File: src/rtl/vga_sync_gen_if.sv
// Timing bundle from the VGA sync generator to the pixel generator.
interface vga_sync_gen_if;
    logic       pix_clk;
    logic       ref_tick;
    logic       video_on;
    logic [9:0] pix_x;
    logic [9:0] pix_y;
    logic       hsync;
    logic       vsync;

    modport master (output pix_clk, ref_tick, video_on, pix_x, pix_y, hsync, vsync);
    modport slave  (input  pix_clk, ref_tick, video_on, pix_x, pix_y, hsync, vsync);
endinterface

File: src/rtl/vga_sync_gen.sv
// VGA 640x480@60 timing generator: pixel enable, counters, syncs, frame tick.
// Optional VGA_SYNC_DELAY_EN adds one pixel of lag on hsync/vsync only.
module vga_sync_gen #(
    parameter int unsigned CLK_DIV   = 4,
    parameter int unsigned H_DISPLAY = 640,
    parameter int unsigned H_FRONT   = 16,
    parameter int unsigned H_SYNC    = 96,
    parameter int unsigned H_BACK    = 48,
    parameter int unsigned V_DISPLAY = 480,
    parameter int unsigned V_FRONT   = 10,
    parameter int unsigned V_SYNC    = 2,
    parameter int unsigned V_BACK    = 33
) (
    input  logic           clk,
    input  logic           rst,
    vga_sync_gen_if.master vga
);

    localparam int unsigned H_TOTAL = H_DISPLAY + H_FRONT + H_SYNC + H_BACK;
    localparam int unsigned V_TOTAL = V_DISPLAY + V_FRONT + V_SYNC + V_BACK;
    localparam int unsigned DIV_W   = $clog2(CLK_DIV);

    localparam logic [DIV_W-1:0] DIV_LAST = DIV_W'(CLK_DIV - 1);
    localparam logic [9:0] H_LAST   = 10'(H_TOTAL - 1);
    localparam logic [9:0] V_LAST   = 10'(V_TOTAL - 1);
    localparam logic [9:0] H_VIS    = 10'(H_DISPLAY);
    localparam logic [9:0] V_VIS    = 10'(V_DISPLAY);
    localparam logic [9:0] HS_START = 10'(H_DISPLAY + H_FRONT);
    localparam logic [9:0] HS_END   = 10'(H_DISPLAY + H_FRONT + H_SYNC);
    localparam logic [9:0] VS_START = 10'(V_DISPLAY + V_FRONT);
    localparam logic [9:0] VS_END   = 10'(V_DISPLAY + V_FRONT + V_SYNC);

    logic [DIV_W-1:0] div_cnt;
    logic             pix_clk;
    logic [9:0]       pix_x, pix_y;
    logic [9:0]       x_next, y_next;
    logic             hsync_q, vsync_q, video_on, ref_tick;

    always_ff @(posedge clk or posedge rst) begin
        if (rst) begin
            div_cnt <= '0;
            pix_clk <= 1'b0;
        end else begin
            div_cnt <= (div_cnt == DIV_LAST) ? '0 : div_cnt + DIV_W'(1);
            pix_clk <= (div_cnt == DIV_LAST);
        end
    end

    always_comb begin
        x_next = pix_x;
        y_next = pix_y;
        if (pix_clk) begin
            if (pix_x == H_LAST) begin
                x_next = '0;
                y_next = (pix_y == V_LAST) ? '0 : pix_y + 10'd1;
            end else begin
                x_next = pix_x + 10'd1;
            end
        end
    end

    // Flags decode the next coordinates so they land on the same edge as pix_x/pix_y.
    always_ff @(posedge clk or posedge rst) begin
        if (rst) begin
            pix_x    <= '0;
            pix_y    <= '0;
            hsync_q  <= 1'b1;
            vsync_q  <= 1'b1;
            video_on <= 1'b1;
            ref_tick <= 1'b0;
        end else begin
            pix_x    <= x_next;
            pix_y    <= y_next;
            hsync_q  <= !((x_next >= HS_START) && (x_next < HS_END));
            vsync_q  <= !((y_next >= VS_START) && (y_next < VS_END));
            video_on <= (x_next < H_VIS) && (y_next < V_VIS);
            ref_tick <= pix_clk && (x_next == '0) && (y_next == V_VIS);
        end
    end

`ifdef VGA_SYNC_DELAY_EN
    logic hsync_d, vsync_d;

    always_ff @(posedge clk or posedge rst) begin
        if (rst) begin
            hsync_d <= 1'b1;
            vsync_d <= 1'b1;
        end else if (pix_clk) begin
            hsync_d <= hsync_q;
            vsync_d <= vsync_q;
        end
    end

    assign vga.hsync = hsync_d;
    assign vga.vsync = vsync_d;
`else
    assign vga.hsync = hsync_q;
    assign vga.vsync = vsync_q;
`endif

    assign vga.pix_clk  = pix_clk;
    assign vga.ref_tick = ref_tick;
    assign vga.video_on = video_on;
    assign vga.pix_x    = pix_x;
    assign vga.pix_y    = pix_y;

endmodule
File: src/flat_wrapper.sv
// flat-port wrapper written by rule: the top's interface ports become plain ports
module vga_sync_gen_flat 
#(
    parameter int unsigned CLK_DIV   = 4,
    parameter int unsigned H_DISPLAY = 640,
    parameter int unsigned H_FRONT   = 16,
    parameter int unsigned H_SYNC    = 96,
    parameter int unsigned H_BACK    = 48,
    parameter int unsigned V_DISPLAY = 480,
    parameter int unsigned V_FRONT   = 10,
    parameter int unsigned V_SYNC    = 2,
    parameter int unsigned V_BACK    = 33
)
  (clk, rst, vga_pix_clk, vga_ref_tick, vga_video_on, vga_pix_x, vga_pix_y, vga_hsync, vga_vsync);
  vga_sync_gen_if vga_i ();
  input  logic clk;
  input  logic rst;
  output wire logic [$bits(vga_i.pix_clk)-1:0] vga_pix_clk;
  output wire logic [$bits(vga_i.ref_tick)-1:0] vga_ref_tick;
  output wire logic [$bits(vga_i.video_on)-1:0] vga_video_on;
  output wire logic [$bits(vga_i.pix_x)-1:0] vga_pix_x;
  output wire logic [$bits(vga_i.pix_y)-1:0] vga_pix_y;
  output wire logic [$bits(vga_i.hsync)-1:0] vga_hsync;
  output wire logic [$bits(vga_i.vsync)-1:0] vga_vsync;
  assign vga_pix_clk = vga_i.pix_clk;
  assign vga_ref_tick = vga_i.ref_tick;
  assign vga_video_on = vga_i.video_on;
  assign vga_pix_x = vga_i.pix_x;
  assign vga_pix_y = vga_i.pix_y;
  assign vga_hsync = vga_i.hsync;
  assign vga_vsync = vga_i.vsync;
  vga_sync_gen #(.CLK_DIV(CLK_DIV), .H_DISPLAY(H_DISPLAY), .H_FRONT(H_FRONT), .H_SYNC(H_SYNC), .H_BACK(H_BACK), .V_DISPLAY(V_DISPLAY), .V_FRONT(V_FRONT), .V_SYNC(V_SYNC), .V_BACK(V_BACK)) u_core (.clk(clk), .rst(rst), .vga(vga_i));
endmodule
File: config.mk
export PLATFORM = sky130hd
export DESIGN_NAME = vga_sync_gen_flat
export DESIGN_NICKNAME = d
export VERILOG_FILES = /design/src/rtl/vga_sync_gen_if.sv /design/src/rtl/vga_sync_gen.sv /design/src/flat_wrapper.sv
export SDC_FILE = /design/constraint.sdc
export NUM_CORES = 1
export LEC_CHECK = 0
export BUFFER_PORTS_ARGS = -buffer_cell sky130_fd_sc_hd__buf_2
export CORE_MARGIN = 10
export CORE_UTILIZATION = 50
export CTS_BUF_LIST = sky130_fd_sc_hd__clkbuf_16
export DETAILED_ROUTE_END_ITERATION = 10
export PLACE_DENSITY = 0.75
export SYNTH_ARGS = -nofsm -noshare
export SYNTH_HDL_FRONTEND = slang
export SYNTH_SLANG_ARGS = --single-unit
export TNS_END_PERCENT = 30
File: constraint.sdc
create_clock -name clk -period 2.4 [get_ports clk]
set_clock_uncertainty 0.1 [all_clocks]
set_input_delay 0.12 -clock clk [delete_from_list [all_inputs] [get_ports clk]]
set_output_delay 0.12 -clock clk [all_outputs]
set_load 0.01 [all_outputs]
; Word level (Yosys, flattened, before mapping)
; Index checks and enable logic that the tools add are counted.
; W data, S select, Z words.
[totals]
word_cells = 35
register_bits = 27
output_inout_bits = 25
input_bits = 2
[classes]
n_mux = 6
order_cmp = 6
n_reduce_logical = 8
addsub = 3
eq_ne = 4
[op_table]
columns = cell, n
row1 = $mux W10, 5
row2 = $add A10 B1 Y10 const B, 2
row3 = $eq A10 B10 Y1 const B, 2
row4 = $lt A10 B10 Y1 const B, 2
row5 = $lt A10 B9 Y1 const B, 2
row6 = $eq A10 B9 Y1 const B, 1
row7 = $ge A10 B10 Y1 const B, 1
row8 = $ge A10 B9 Y1 const B, 1
row9 = $logic_not A10 Y1, 1
row10 = $logic_and A1 B1 Y1, 5
row11 = $add A2 B1 Y2 const B, 1
row12 = $eq A2 B2 Y1 const B, 1
row13 = $logic_not A1 Y1, 2
row14 = $mux W2, 1

; Depth between registers and ports, before layout
[depth]
word_depth = 7
depth_mapped = 9
mapped_depth_nobuf = 8

; Worst setup path after synthesis
; Ideal clock, no wire load.
[synth_path]
path_kind = reg2reg
start = register u_core.pix_x[6], in the netlist u_core.vga.pix_x[6]
end = register u_core.ref_tick, in the netlist u_core.vga.ref_tick
stages_incl_launch_ff = 9
n_path_buf = 2
required_time_ns = 2.205
setup_ns = 0.095
slack_ns = 0.051
t_arrival_ns = 2.154
period_less_slack_ns = 2.349
cell_sequence = dfrtp_1 -> nand4bb_1 -> or4_1 -> buf_6 -> buf_8 -> a211oi_2 -> a31o_2 -> nand4b_1 -> nor4b_2
[synth_between]
elab_chain_len = 6
elab_cells_between_ends = 10
cone_classes = add/sub: 1 / eq/ne: 2 / mux: 4 / reduce/logical: 3
[synth_lines]
columns = item, line
row1 = from (decl), vga_sync_gen.sv:35  ; logic [9:0] pix_x, pix_y;
row2 = from (signal assigned), vga_sync_gen.sv:72  ; pix_x <= x_next;
row3 = $add A10 B1 Y10 / $eq A10 B10 Y1 (equally long branches), "vga_sync_gen.sv:57, vga_sync_gen.sv:53"
row4 = $mux W10, vga_sync_gen.sv:53  ; if (pix_x == H_LAST) begin
row5 = $mux W10, vga_sync_gen.sv:52  ; if (pix_clk) begin
row6 = $logic_not A10 Y1, vga_sync_gen.sv:77  ; ref_tick <= pix_clk && (x_next == '0) && (y_next == V_VIS);
row7 = $logic_and A1 B1 Y1, vga_sync_gen.sv:77
row8 = $logic_and A1 B1 Y1 (*), vga_sync_gen.sv:77
row9 = to (signal assigned), vga_sync_gen.sv:77
row10 = to (decl), vga_sync_gen.sv:37  ; logic hsync_q, vsync_q, video_on, ref_tick;
; Every way passes the cells marked *; elsewhere a longest branch is shown, timed or not.

; Final worst setup path
[layout_path]
start = register u_core.pix_x[0], in the netlist u_core.vga.pix_x[0]
end = register u_core.ref_tick, in the netlist u_core.vga.ref_tick
; Same word-level chain as after synthesis.

==> impl.org <==
** Synth
- Area of the mapped netlist :: 1690 sq um
- Count of flip-flops with a built-in enable after synthesis :: 0
- A synthesized cell averages 9.36 sq um.
- Of all flip-flops after synthesis, the portion carrying an async set or reset was 100%.
- Number of nets produced by synthesis :: ~190
- Number of register bits inferred by synthesis :: 27
- Library cell occupying the most area in the post-synthesis netlist :: sky130_fd_sc_hd__dfrtp_1
- The number of different library cells used by synthesis comes to 60.
- The most used flip-flop cell after synthesis is sky130_fd_sc_hd__dfrtp_1.
- Share of the yosys chip area belonging to registers :: a little over 40%
- After technology mapping, the gate count stands at 180.
- Share of the synthesized area in the top cell type :: 35.6%
- Top cells by area in the synthesized netlist :: sky130_fd_sc_hd__dfrtp_1, sky130_fd_sc_hd__dfstp_2, sky130_fd_sc_hd__xnor2_1, sky130_fd_sc_hd__nand2_1, sky130_fd_sc_hd__ha_1
- The Yosys step of the flow raised 0 warnings.

** Floorplanning
- For this design the top-level I/O count stands at 27.
- The die is 78.1 um tall.
- In this run the core area contains 21 standard-cell rows.
- The core region is roughly 3300 sq um.
- Width of the chip :: 78.1 um
- The initial utilization of the core area, before any placement, comes to 51.3%.
- Total die area :: 6090 sq um

** Setup path
- Crit path max-delay cell type :: sky130_fd_sc_hd__or4_4
- Traced cell by cell, the critical path runs through ha_2 -> nand2_2 -> or4_4 -> buf_6 -> a211oi_2 -> a31o_2 -> nand4b_1 -> nor4b_2.
- STA puts the critical path data required time at 2.47 ns.
- The most critical setup path has its startpoint at u_core.vga.pix_x[0].
- Nature of the critical path startpoint :: flip-flop
- In this design, the largest share of critical-path delay is due to simple AND/OR/NAND/NOR gates.
- Worst path arrival time :: between 2 and 2.5 ns
- Crit path buffers/inverters :: 1
- In this run the worst path has a maximum fanout of 15.
- Biggest cell delay along the critical path :: roughly 0.46 ns
- In this run the critical register-to-register path is launched from u_core.vga.pix_x[0].
- The setup path with the least slack is of type flip-flop to flip-flop.
- Endpoint kind of the worst setup timing path :: flip-flop

** Run status
- The flow ran to the end, and the final reports show no timing, DRC or antenna violations.

** GRT
- Antenna violations before repair :: 0
- Via count of the first global-routing pass :: about 1600
- The first global-routing pass estimated 7.37 mm of wire.
- Maximum number of pins on one net before global-route repair :: 28
- Overall overflow remaining after global route :: 0
- Global router's overall resource usage :: 14.4%

** Drt
- Vias :: 1544
- For this block, the initial DRC count from the detailed router was 140.
- After detailed routing, the total wire length is 4.30 mm.
- Final ANT Viol Nets :: 0
- Before antenna repair, the detailed router went through 4 iterations.
- Detailed-route vias per instance :: 5.74
- Drt drc :: 0
- In the final routed layout, each cell accounts on average for 16.0 um.

** Finish
- The repair_antennas step left the layout with diodes totalling 0.
- In the final layout, the multi-input gates occupy 931 sq um.
- Sequential cell area :: 679 sq um
- Post-route cell area :: about 2100 sq um
- In the final design database the tool counted 230 nets.
- Finished Core Util :: 64.0%
- Of the cells placed in the final design, the portion with a size suffix greater than 1 is 30.9%.
- In the layout the commonest cells are sky130_fd_sc_hd__buf_2, sky130_fd_sc_hd__dfrtp_1, sky130_fd_sc_hd__buf_4, sky130_fd_sc_hd__nand2_1, sky130_fd_sc_hd__nor2_1.
- Most common cell after layout, fill and taps aside :: sky130_fd_sc_hd__buf_2
- Counting the fill cells in the layout gives 283.
- Layout area overhead :: 24.7%

** Timing
- At the pin with the least slew margin, the transition time is 0.503 ns.
- Achievable clock frequency :: 449 MHz
- Counting I/O delays and the setup requirement, the final critical path takes 2.23 ns.
- Dividing the final minimum period by the clock period gives 92.8%.
- Setup repair after global routing left no endpoint under its margin.
- Final Setup Violations :: 0
- In the final timing run, aggregate negative setup slack is 0 ns.
- Tightest hold margin :: 0.330 ns
- Worst slew margin :: roughly two thirds
- The number of slew-limit violations in the final report came to 0.
- The final hold violation count came to 0.

** Power
- Leak :: 0.898 nW
- Summing internal, switching and leakage power gives between 800 and 900 uW.
- IR drop worst, VDD :: 0.000335 V
- Pwr/cell area :: 403 nW/um^2

** Placed design
- Routability-driven placement congestion ratio :: 0.900
- Port-buffer cells :: 26
- Once placement finished, the instance area stood at ~2000 sq um.
- After legalization and detailed placement, the total HPWL measured 3.29 mm.

** Clocking
- Total number of clock tree sinks :: 27
- CTS built an H-tree with a depth of 1.
- TritonCTS built the clock tree.
- In this run the deepest clock path goes through 2 buffers.
- After clock tree synthesis, the clock-pin slew on the worst setup and hold paths is approximately 0.07 ns.
- Clk Latency, worst-skew pair :: 0.26 ns
- Cts bufs inserted :: 3
- The tree is rooted in a sky130_fd_sc_hd__clkbuf_16.

** Hold path
- The path class of the tightest hold or removal check is flip-flop to flip-flop.
- The worst hold path begins at u_core.div_cnt[0].

** Run
- Max_cap viols :: 0
synthesized netlist by cell type (all sizes together), types with 2 or more instances:
cell / instances
dfrtp: 24
nand2: 17
nor2: 12
inv: 10
o21ai: 9
nand3: 8
xnor2: 8
clkbuf: 7
nand4: 6
nor3: 6
xor2: 5
buf: 4
ha: 4
nand2b: 4
a21oi: 3
dfstp: 3
nor4b: 3
o311ai: 3
or3: 3
a2111oi: 2
and3: 2
nand4b: 2
nor2b: 2
nor3b: 2
nor4: 2
o211ai: 2
o2bb2ai: 2
o41ai: 2
or2: 2
cell families (layout without fill, tap and decap cells):
family	Yosys count	in the layout	share of synthesized area (%)
and+or+nand+nor	75	75	24.9
AOI/OAI and AO/OA	38	38	17.7
DFF	27	27	40.3
buffers and inverters	21	64	6.09
xor gates and xnor gates	13	13	6.76
adders and majority gates	4	4	2.97
muxes	2	2	1.26
per-stage QoR:
step / setup WS [ns] / std cells
2_1_floorplan: 0.0510 / 180
5_1_grt: 0.0306 / 269
3_5_place_dp: 0.0686 / 263
4_1_cts: 0.0529 / 268
6_report: 0.173 / 269
3_3_place_gp: 0.170 / 263
area by class of cell:
cell class | instances | area share [%]
Tap cell | 46 | 2.74
Inverter | 10 | 1.79
Multi-Input combinational cell | 132 | 44.3
Timing Repair Buffer | 50 | 15.1
Sequential cell | 27 | 32.3
Clock buffer | 3 | 3.57
Clock inverter | 1 | 0.238
routing by layer:
metal / GRT usage, % / wire [um]
met5: 0 / 0
met4: 5.73 / 79
met3: 4.10 / 237
met2: 25.6 / 2250
met1: 15.7 / 1730
sequential cells by signal, summed over array words and instances (netlist names):
| signal | flops |
|---|---|
| u_core.vga.ref_tick | 1 |
| u_core.vga.pix_clk | 1 |
| u_core.vga.pix_x | 10 |
| u_core.vga.video_on | 1 |
| u_core.vga.vsync | 1 |
| u_core.div_cnt | 2 |
| u_core.vga.hsync | 1 |
| u_core.vga.pix_y | 10 |
report_power, final:
| group | switching (mW) | internal (mW) |
|---|---|---|
| Sequential | 0 | 0.455 |
| Clock | 0.155 | 0.225 |
| Combinational | 0.00903 | 0.00283 |
| Total | 0.164 | 0.683 |
what timing repair did:
action	4_1_cts	5_1_grt
setup endpoints to repair	0	3
buffers inserted	0	1
endpoints found under the hold margin	24	0
hold buffers	1	0
resized for setup	0	7
worst register-to-register path: stages, from the launching register on:
cell                       delay (ns)
sky130_fd_sc_hd__dfrtp_1         0.40
sky130_fd_sc_hd__ha_2            0.21
sky130_fd_sc_hd__nand2_2         0.09
sky130_fd_sc_hd__or4_4           0.46
sky130_fd_sc_hd__buf_6           0.17
sky130_fd_sc_hd__a211oi_2        0.21
sky130_fd_sc_hd__a31o_2          0.14
sky130_fd_sc_hd__nand4b_1        0.11
sky130_fd_sc_hd__nor4b_2         0.25
path summary, 6_finish.rpt:
path                                        to  slack, ns  depth (start not counted)
min reg2reg                  u_core.div_cnt[0]       0.33                          1
min                          u_core.div_cnt[0]       0.33                          1
min in group asynchronous  u_core.vga.pix_y[5]       0.36                          4
max                        u_core.vga.ref_tick       0.17                          8
max reg2reg                u_core.vga.ref_tick       0.17                          8
max in group asynchronous     u_core.vga.vsync       1.54                          4
No activity file was read; power rests on OpenSTA's default activity.
